--- config.mk ---
export PLATFORM = sky130hd
export DESIGN_NAME = packet_det_win_acc
export DESIGN_NICKNAME = d
export VERILOG_FILES = /design/src/rtl/packet_det_pkg.sv /design/src/rtl/packet_det_delay_line.sv /design/src/rtl/packet_det_win_acc.sv
export SDC_FILE = /design/constraint.sdc
export NUM_CORES = 1
export LEC_CHECK = 0
export CORE_MARGIN = 2
export CORE_UTILIZATION = 35
export DETAILED_ROUTE_END_ITERATION = 8
export PLACE_DENSITY = 0.55
export SETUP_SLACK_MARGIN = 0.4
export SLEW_MARGIN = 20
export SYNTH_ARGS = -nofsm -noshare
export SYNTH_HDL_FRONTEND = slang
export SYNTH_SLANG_ARGS = --single-unit
--- constraint.sdc ---
create_clock -name ap_clk -period 16.45 [get_ports ap_clk]
set_clock_uncertainty 0.2 [all_clocks]
set_input_delay 1.645 -clock ap_clk [delete_from_list [all_inputs] [get_ports ap_clk]]
set_output_delay 1.645 -clock ap_clk [all_outputs]
set_load 0.03 [all_outputs]
--- src/rtl/packet_det_pkg.sv ---
// packet_det_pkg: shared widths and types for the packet-detect window accumulator
package packet_det_pkg;
  localparam int DIN_W = 32;
  localparam int LOG2_WIN_DEF = 4;
  localparam int HOLD_DEF = 3;
  localparam int ACC_W_DEF = DIN_W + LOG2_WIN_DEF;
  typedef logic signed [ACC_W_DEF-1:0] acc_t;
  typedef logic signed [DIN_W-1:0] sample_t;
endpackage

--- src/rtl/packet_det_delay_line.sv ---
// packet_det_delay_line: circular sample RAM whose async read returns the old word before the write lands
module packet_det_delay_line #(
  parameter int DW = 32,
  parameter int AW = 4
) (
  input  logic          clk,
  input  logic          we,
  input  logic [AW-1:0] addr,
  input  logic [DW-1:0] wdata,
  output logic [DW-1:0] rdata
);
  logic [DW-1:0] mem [2**AW];
  assign rdata = mem[addr];
  // overwrite the slot whose old sample is leaving the window
  always_ff @(posedge clk) if (we) mem[addr] <= wdata;
endmodule

--- src/rtl/packet_det_win_acc.sv ---
// packet_det_win_acc: sliding-window sum of product samples with hold-off threshold detect
module packet_det_win_acc #(
  parameter int DIN_W = packet_det_pkg::DIN_W,
  parameter int LOG2_WIN = packet_det_pkg::LOG2_WIN_DEF,
  parameter int ACC_W = DIN_W + LOG2_WIN,
  parameter int HOLD = packet_det_pkg::HOLD_DEF
) (
  input  logic                    ap_clk,
  input  logic                    ap_rst,
  input  logic signed [DIN_W-1:0] in_data,
  input  logic                    in_valid,
  output logic                    in_ready,
  input  logic signed [ACC_W-1:0] threshold,
  output logic signed [ACC_W-1:0] out_sum,
  output logic                    out_valid,
  input  logic                    out_ready,
  output logic                    out_full,
  output logic                    det_flag,
  output logic                    det_pulse
);
  localparam logic [LOG2_WIN:0] WIN_CNT = (LOG2_WIN+1)'(2**LOG2_WIN);
  localparam logic [7:0] HOLD_CNT = 8'(HOLD);
  logic [LOG2_WIN-1:0] wptr_q, wptr_d;
  logic [LOG2_WIN:0] fill_q, fill_d;
  logic [7:0] run_q, run_d;
  logic signed [ACC_W-1:0] sum_q, sum_d, x, old;
  logic signed [DIN_W-1:0] rd;
  logic out_valid_q, out_valid_d, det_q, det_d, pulse_q, pulse_d, acc, full_d;
  packet_det_delay_line #(.DW(DIN_W), .AW(LOG2_WIN)) u_dl (
    .clk(ap_clk), .we(acc), .addr(wptr_q), .wdata(in_data), .rdata(rd)
  );
  assign in_ready = !out_valid_q || out_ready;
  assign acc = in_valid && in_ready;
  assign out_valid = out_valid_q;
  assign out_sum = sum_q;
  assign out_full = fill_q == WIN_CNT;
  assign det_flag = det_q;
  assign det_pulse = pulse_q;
  // window update and detect decision for the sample accepted this cycle
  always_comb begin
    x = ACC_W'(in_data);
    old = fill_q == WIN_CNT ? ACC_W'(rd) : '0;
    sum_d = acc ? sum_q + x - old : sum_q;
    fill_d = acc && fill_q != WIN_CNT ? fill_q + 1'b1 : fill_q;
    wptr_d = acc ? wptr_q + 1'b1 : wptr_q;
    full_d = fill_d == WIN_CNT;
    run_d = !acc ? run_q : (!full_d || sum_d < threshold) ? '0 : run_q == HOLD_CNT ? run_q : run_q + 1'b1;
    det_d = acc ? run_d == HOLD_CNT : det_q;
    pulse_d = acc && det_d && !det_q;
    out_valid_d = acc || (out_valid_q && !out_ready);
  end
  // state registers
  always_ff @(posedge ap_clk) begin
    if (ap_rst) begin
      wptr_q <= '0;
      fill_q <= '0;
      run_q <= '0;
      sum_q <= '0;
      out_valid_q <= 1'b0;
      det_q <= 1'b0;
      pulse_q <= 1'b0;
    end else begin
      wptr_q <= wptr_d;
      fill_q <= fill_d;
      run_q <= run_d;
      sum_q <= sum_d;
      out_valid_q <= out_valid_d;
      det_q <= det_d;
      pulse_q <= pulse_d;
    end
  end
endmodule

# After elaboration in Yosys (flattened, before gate mapping)

Memory sizes are Yosys's and may differ from the RTL's. A register that Yosys moved wholly into a read port is not among the register bits.
Index checks and enable logic that the tools add are counted.

Output and inout bits: 41
Memories kept: 1
Flip-flop bits (word level): 56
Memory bits (writable): 512

Add/subtract/negate cells: 5
Multiplexer cells: 11
Equality and inequality tests: 5
Reduce and logical (&&, ||, !) cells: 12
Order comparisons: 1

Memories:

| name     | words | width | read ports | clocked after Yosys merged registers in | wr ports | line                        | source |
|---|---|---|---|---|---|---|---|
| u_dl.mem | 16    | 32    | 1          | 1                                       | 1        | packet_det_delay_line.sv:12 | `logic [DW-1:0] mem [2**AW];` |

Operator list:

| kind                  | count |
|---|---|
| $mux W36              | 2 |
| $add A36 B32 Y36      | 1 |
| $lt A36 B36 Y1        | 1 |
| $sub A36 B36 Y36      | 1 |
| $mux W8               | 3 |
| $eq A8 B2 Y1 const B  | 2 |
| $eq A5 B5 Y1 const B  | 2 |
| $add A8 B1 Y8 const B | 1 |
| $mux W4               | 2 |
| $add A5 B1 Y5 const B | 1 |
| $logic_and A1 B1 Y1   | 5 |
| $mux W5               | 1 |
| $ne A5 B5 Y1 const B  | 1 |
| $add A4 B1 Y4 const B | 1 |
| $logic_not A1 Y1      | 4 |
| $logic_or A1 B1 Y1    | 3 |
| $mux W1               | 3 |

# Logic depth before layout (Yosys ltp)

Gate-level depths: netlist of the first run.

Word-level depth: 14
Gate-level depth with buffers: 31

# Cells and area by module

Synthesis of the first run repeated with hierarchy kept, for this count alone.

Cell total of the unflattened synthesis: 1,686
Area, all modules: 25,904.8 µm²

By module, submodules not included:

| module                | sequential area each (µm²) | times used | cells each | area each (µm²) |
|---|---|---|---|---|
| packet_det_delay_line | 15,374.7                   | 1          | 808        | 19,222.2 |
| packet_det_win_acc    | 1,121.1                    | 1          | 878        | 6,682.7 |

# Worst setup path after synthesis of the first run

Ideal clock, no wire load.

Kind: reg-to-reg
Start point: register with a tool-made name
End point: register run_q[2]
Slack: 9.164 ns
Data required time: 16.192 ns
Period minus slack after synthesis: 7.286 ns
Buffers on the path: 3
Setup time: 0.058 ns
Arrival: 7.029 ns
Stages on the path, launching flop included: 29
Path through: dfxtp_1 clkbuf_1 buf_1 mux4_2 mux4_2 and2_1 fa_1 inv_1 ha_1 nand4_2 or2_1 a211oi_1 a21oi_1 a211oi_2 o21ai_2 a21oi_1 a31oi_1 xnor2_1 mux2_2 ha_1 a21o_1 a21o_1 a221oi_1 o221ai_1 xor2_1 or4_1 buf_4 nor3b_2 a211o_1

RTL lines:

| item                   | line                     | source |
|---|---|---|
| end signal: assignment | packet_det_win_acc.sv:65 | `run_q <= run_d;` |
| end: declaration       | packet_det_win_acc.sv:25 | `logic [7:0] run_q, run_d;` |

==> metrics.md, run 1 <==
| Metric | Value |
|---|---|
| HP Class | `flip-flop to flip-flop` |
| Most used cell, CP | `ha_1` |
| Slew Viols, Final | `0` |
| Final Hold Fails | `0` |
| Critical path launch point type | `flip-flop` |
| Worst setup path class | `flip-flop to flip-flop` |
| Worst Tran Pin Value | `roughly 1100 ps` |
| Clk Latency, worst-skew pair | `between 600 and 700 ps` |
| Number of global-route vias before repair | `between 10000 and 15000` |
| Total design power | `~0.0041 W` |
| Normalized max-slew margin | `approximately 26%` |
| Layout Nets | `about 1900` |
| Top cell type's share of synthesized area | `59.60%` |
| FF+latch count, synth | `~570` |
| Synth top area cells | `edfxtp_1, mux4_2, dfxtp_1` |
| Total CTS buffers | `58` |
| Remaining global-route overflow | `0` |
| Dpl hpwl | `42.74 mm` |
| Mean area per synthesized cell | `around 16 um^2` |
| Total of max-cap violations | `0` |
| Clk root buf | `clkbuf_16` |
| DR DRC count | `0` |
| Worst setup path endpoint | `run_q[2]$_SDFF_PP0_` |
| RSZ-0062 raised after global routing | `false` |
| Max Buffers Root-to-Sink | `3` |
| TritonCTS clock tree | `done` |
| Most common cell in the netlist | `edfxtp_1` |
| Largest stage delay, worst path | `just under 800 ps` |
| Chip height | `275.5 um` |
| Setup TNS | `0 ps` |
| Status | `complete, no violations` |
| Worst R2R End | `run_q[2]$_SDFF_PP0_` |
| Maximum clock frequency | `around 110 MHz` |
| Post-synth cell types | `65` |
| Post-synth EDFFs | `between 500 and 600` |
| Area Growth Syn to Fin | `16.58%` |
| Most frequent cells after synthesis | `edfxtp_1, inv_1, mux4_2` |
| Reg area | `16590 um^2` |
| IO Pins | `113` |
| First-pass DRT Iterations | `5` |
| Initial antenna violation count | `3` |
| CTS Hold Bufs | `0` |
| Final setup viols | `0` |
| Port Buf Inserts | `between 100 and 150` |
| Pwr dens | `around 140 nW/um^2` |
| Multi-input logic area | `~8500 um^2` |
| H-tree depth | `2` |
| Fillers | `6511` |
| Overall die width | `between 200 and 300 um` |
| CP Data Required Time | `about 17000 ps` |
| Slowest-stage cell, CP | `buf_4` |
| Register area share after synthesis | `64.25%` |
| Tcrit/Tclk final | `between 50 and 60%` |
| DR vias | `between 10000 and 15000` |
| Detail-routed via count per cell | `around 5.2` |
| # diodes | `0` |
| WL final | `~69 mm` |
| Row Count | `99` |
| GP Congestion | `about 0.84` |
| Clk pin slew, worst setup/hold paths | `60 ps` |
| Tmin final | `8914 ps` |
| Post-cts sizing count | `0` |
| TritonCTS Sinks | `approximately 570` |
| Hold Path Stages | `1` |
| Initial Util | `roughly 35%` |
| Pin count of the biggest net entering global routing | `between 50 and 60` |
| Reg2reg setup slack | `between 7000 and 8000 ps` |
| Synth Flop Type | `edfxtp_1` |
| Syn Inst Count | `1579` |
| Worst path arrival time | `approximately 9000 ps` |
| Placeable Area | `72960 um^2` |
| 1st-iter DRT viols | `~1400` |
| Final ANT Viol Nets | `0` |
| Leak | `between 10 and 15 nW` |
| Reg2Reg Depth | `28` |
| Crit-path max FO | `53` |
| Post-CTS setup buffer count | `0` |
| Synth area leader | `edfxtp_1` |
| Layout cells sized above 1 | `between 10% and 20%` |
| GRT Util Overall | `approximately 18%` |
| Warnings, synthesis | `0` |
| First-pass GRT wire length | `100.1 mm` |
| Drt wl/cell | `25.29 um` |
| Async set or reset register ratio after synthesis | `0%` |
| Worst IR Drop VDD | `approximately 90 uV` |
| Synthesized cell area | `between 20000 and 30000 um^2` |
| Post-Syn Nets | `between 1500 and 2000` |
| Setup crit end kind | `flip-flop` |
| Die area | `around 76000 um^2` |
-- critical path, delay by kind of cell (launching register included) --
kind | cells | cell delay [ps]
AND/OR/NAND/NOR | 5 | 1500
AO/OA/AOI/OAI | 10 | 2190
flip-flops | 1 | 600
buffers and inverters | 4 | 1670
adder cells (fa/ha/maj) | 4 | 1110
multiplexers | 3 | 1160
XOR/XNOR | 2 | 370
-- per-stage QoR --
step / hold WS [ps] / utilization (%) / instances / setup WS (ps) / instance area [um^2]
after CTS: 270.0 / 41.22 / 2724 / 7455 / 30070
final: 262.8 / 41.22 / 2724 / 7536 / 30070
after global routing: 312.0 / 41.22 / 2724 / 6988 / 30070
after floorplan: 263.2 / - / 1579 / 9164 / 25800
after global placement: 226.3 / 38.69 / 2617 / 7571 / 28220
after detailed placement: 259.8 / 38.69 / 2617 / 7503 / 28220
-- area by class of cell --
| cell class | count | area share [%] |
|---|---|---|
| inverter | 166 | 2.072 |
| timing repair buffer | 138 | 4.360 |
| multi-input combinational | 782 | 28.28 |
| clock inverter | 36 | 1.094 |
| clock buffer | 71 | 5.055 |
| tap | 959 | 3.990 |
| sequential | 572 | 55.15 |
-- cell usage in the layout (no fill, tap or decap), drive strengths merged, types with 7 or more instances in the layout --
| cell type | synthesis | layout |
|---|---|---|
| edfxtp | 512 | 512 |
| nand3 | 18 | 18 |
| a211oi | 10 | 10 |
| and2 | 30 | 30 |
| nand2b | 15 | 15 |
| buf | 22 | 27 |
| nand2 | 77 | 77 |
| a21o | 20 | 20 |
| nor3b | 8 | 8 |
| ha | 79 | 79 |
| xnor2 | 23 | 23 |
| o21ai | 43 | 43 |
| mux2i | 7 | 7 |
| a21oi | 56 | 56 |
| nor2b | 26 | 26 |
| a31oi | 8 | 8 |
| inv | 165 | 167 |
| o211ai | 9 | 9 |
| a211o | 7 | 7 |
| clkinv | 1 | 26 |
| nor2 | 50 | 50 |
| xor2 | 16 | 16 |
| mux4 | 159 | 159 |
| dfxtp | 60 | 60 |
| nand4 | 11 | 11 |
| fa | 35 | 35 |
| a22o | 8 | 8 |
| clkdlybuf4s50 | 0 | 111 |
| nor3 | 17 | 17 |
| clkbuf | 37 | 71 |
-- cells by family (layout without fill, tap and decap cells) --
group | count (synthesis) | count (layout) | share of synthesized area [%]
flops | 572 | 572 | 64.25
xor+xnor | 39 | 39 | 1.324
mux | 171 | 171 | 14.37
buf+inv | 225 | 411 | 3.308
simple gates | 274 | 274 | 5.539
fa+ha+maj | 114 | 114 | 6.548
compound gates | 184 | 184 | 4.656
-- sequential cells by signal, indices dropped and copies added (netlist names), named ones only --
signal	flops
out_sum	36
det_flag	1
out_valid	1
fill_q	5
wptr_q	4
u_dl.mem	512
run_q	8
det_pulse	1
-- worst min path at each step --
stage	startpoint	to	slack (ps)
after floorplan	run_q[6]$_SDFF_PP0_	run_q[6]$_SDFF_PP0_	260
after global placement	det_flag$_SDFF_PP0_	det_pulse$_SDFF_PP0_	230
after detailed placement	det_flag$_SDFF_PP0_	det_pulse$_SDFF_PP0_	260
after CTS	det_flag$_SDFF_PP0_	det_pulse$_SDFF_PP0_	270
after global routing	det_flag$_SDFF_PP0_	det_flag$_SDFF_PP0_	310
final	det_flag$_SDFF_PP0_	det_pulse$_SDFF_PP0_	260
-- layer usage --
layer / up-vias / GRT usage, % / part of all wire, %
met4: 4 / 4.467 / 2.1
met5: - / 0 / 0.044
met1: 7393 / 25.91 / 44
met2: 472 / 29.03 / 46
met3: 106 / 3.793 / 7.4
li1: 6304 / - / -
-- power by group --
group	internal, W	switching [W]	leakage [nW]	total (W)
Combinational	0.000486	0.000660	4.20	0.00115
Sequential	0.00163	0.0000655	5.12	0.00170
Clock	0.000735	0.000563	0.896	0.00130
Note: power is estimated with default switching activity, not from simulation.
==> inputs of run 2 (changes only) <==
PLACE_DENSITY = 0.57   (was 0.55)
clock period = 8.05 ns   (was 16.45 ns; I/O delays follow)
==> run 2 against run 1 <==
- combinational power rose by 120%
- setup slack got worse by 6900 ps
- die area is the same
- sequential share of layout area shrank 1.5 points
- sequential power rose by 100%
==> metrics.md, run 2 (synthesis results as in run 1) <==
| Metric | Value |
|---|---|
| Status | `complete, no violations` |
| Maximum clock frequency | `135.6 MHz (+21%)` |
| Slowest-stage cell, CP | `or4_4` |
| Initial Util | `35.36% (unchanged)` |
| Tmin final | `7374 ps (-1540 ps)` |
| Area Growth Syn to Fin | `19.80%` |
| Remaining global-route overflow | `0 (unchanged)` |
| Worst Tran Pin Value | `1119 ps (+12.61 ps)` |
| DR vias | `14563 (+2.0%)` |
| Max Buffers Root-to-Sink | `3 (unchanged)` |
| Chip height | `275.5 um (unchanged)` |
| Initial antenna violation count | `1 (-2)` |
| Clk root buf | `clkbuf_16` |
| Worst slack at placement | `356.1 ps (-7147 ps)` |
| Setup crit end kind | `flip-flop` |
| Final setup margin | `676.0 ps (-6860 ps)` |
| Final ANT Viol Nets | `0 (unchanged)` |
| Normalized max-slew margin | `25.24% (-0.75 points)` |
| Final Hold Fails | `0 (unchanged)` |
| Layout cells sized above 1 | `21.38% (+3.8 points)` |
| Total CTS buffers | `60 (+3.4%)` |
| Final setup viols | `0 (unchanged)` |
| Slew Viols, Final | `0 (unchanged)` |
| Worst IR Drop VDD | `170.1 uV (+90%)` |
| Port Buf Inserts | `112 (unchanged)` |
| WL final | `69.09 mm (+0.30%)` |
| Clk pin slew, worst setup/hold paths | `60 ps (about the same)` |
| Most frequent cells in the layout | `edfxtp_1, inv_1, mux4_2` |
| Total of max-cap violations | `0 (unchanged)` |
| Worst setup path class | `flip-flop to flip-flop` |
| CP Data Required Time | `8410 ps (-8400 ps)` |
| Placeable Area | `72960 um^2 (unchanged)` |
| Comb pwr share | `28.4% (+0.7 points)` |
| First-pass GRT wire length | `99.73 mm (-0.40%)` |
| Dpl hpwl | `43.03 mm (+0.69%)` |
| Max FFs per register | `512 (unchanged)` |
| RSZ-0062 raised after global routing | `false` |
| Critical path launch point type | `flip-flop` |
| Leak | `10.62 nW (+4.0%)` |
| IO Pins | `113 (unchanged)` |
| TritonCTS clock tree | `done` |
| Pwr dens | `284.9 nW/um^2 (+110%)` |
| Number of global-route vias before repair | `14834 (+1.8%)` |
| TritonCTS Sinks | `572 (unchanged)` |
| DR DRC count | `0 (unchanged)` |
| Most common cell after layout, fill and taps aside | `edfxtp_1` |
| Detail-routed via count per cell | `5.250 (+0.15%)` |
| Crit-path max FO | `8 (-85%)` |
| Sw frac | `31.09% (about the same)` |
| H-tree depth | `2 (unchanged)` |
| Tcrit/Tclk final | `91.60% (+37 points)` |
| GRT Util Overall | `18.10% (-0.22 points)` |
| Worst path arrival time | `7730 ps (-1540 ps)` |
| Pin count of the biggest net entering global routing | `49 (-17%)` |
| Layout Nets | `1949 (+2.4%)` |
| Total design power | `0.008805 W (+110%)` |
| 1st-iter DRT viols | `1447 (+1.8%)` |
| Largest stage delay, worst path | `600 ps (-190 ps)` |
| Hold_ws | `258.1 ps (-4.723 ps)` |
| HP Class | `flip-flop to flip-flop` |
| Clk Latency, worst-skew pair | `630 ps (about the same)` |
| Row Count | `99 (unchanged)` |
| Largest Register | `u_dl.mem` |
| Flop pwr share | `39.3% (-1.7 points)` |
| First-pass DRT Iterations | `5 (unchanged)` |
| Clock Power Share | `32.3% (+1.0 points)` |
| Net switching power | `0.002738 W (+110%)` |
| Drt wl/cell | `24.91 um (-1.5%)` |
| GP Congestion | `0.8623 (+3.0%)` |
| Die area | `75890 um^2 (unchanged)` |
| # diodes | `0 (unchanged)` |
| Pint | `0.006067 W (+110%)` |
| Setup TNS | `0 ps (unchanged)` |
| Overall die width | `275.5 um (unchanged)` |
[run 2: worst max-delay path, delay by kind of cell (launching register included)]
family,cells,cell delay [ps]
AO/OA/AOI/OAI,10,1890
XOR/XNOR,2,360
adder cells (fa/ha/maj),3,1160
buffers and inverters,3,390
flip-flops,1,530
multiplexers,3,1310
AND/OR/NAND/NOR,5,1470
[run 2: area by class of cell]
type / instances / area [um^2]
well taps: 959 / 1200
multi-input cells: 783 / 8621
inverters: 166 / 623.1
fillers: 6443 / 42050
clock buffers: 74 / 1574
clock inverters: 40 / 444.2
repair buffers: 180 / 1857
flip-flops and latches: 572 / 16590
[run 2: repair_timing]
action	CTS	global route
hold buffers	0	0
gates cloned	0	7
setup endpoints to repair	4	10
pin swaps	0	8
resized for setup	1	40
buffers inserted	0	7
[run 2: metrics by stage]
stage | instance area (um^2) | util (%) | instances
6_report | 30900 | 42.36 | 2774
5_1_grt | 30900 | 42.36 | 2774
4_1_cts | 30460 | 41.75 | 2758
3_5_place_dp | 28440 | 38.98 | 2644
3_3_place_gp | 28440 | 38.98 | 2644
2_1_floorplan | 25800 | - | 1579
[run 2: worst paths after layout]
check,startpoint,to,slack [ps],cells after the start
max,flip-flop,run_q[2]$_SDFF_PP0_,680,26
min,det_flag$_SDFF_PP0_,det_pulse$_SDFF_PP0_,260,1
max reg2reg,flip-flop,run_q[2]$_SDFF_PP0_,680,26
min reg2reg,det_flag$_SDFF_PP0_,det_pulse$_SDFF_PP0_,260,1
[run 2: layer usage]
layer / routed length (um) / track usage (%) / share of wire, %
met5: 13 / 0 / 0.019
met4: 1111 / 3.784 / 1.6
met2: 32180 / 28.72 / 47
met3: 4254 / 3.080 / 6.2
met1: 31540 / 26.25 / 46
[run 2: power groups by stage]
stage	combinational [W]	clock (W)	sequential, W
after global routing	0.00274	0.00301	0.00347
after global placement	0.00233	0	0.00352
after detailed placement	0.00234	0	0.00352
final	0.00250	0.00284	0.00346
after floorplan	0.00153	0	0.00358
after CTS	0.00236	0.00290	0.00346
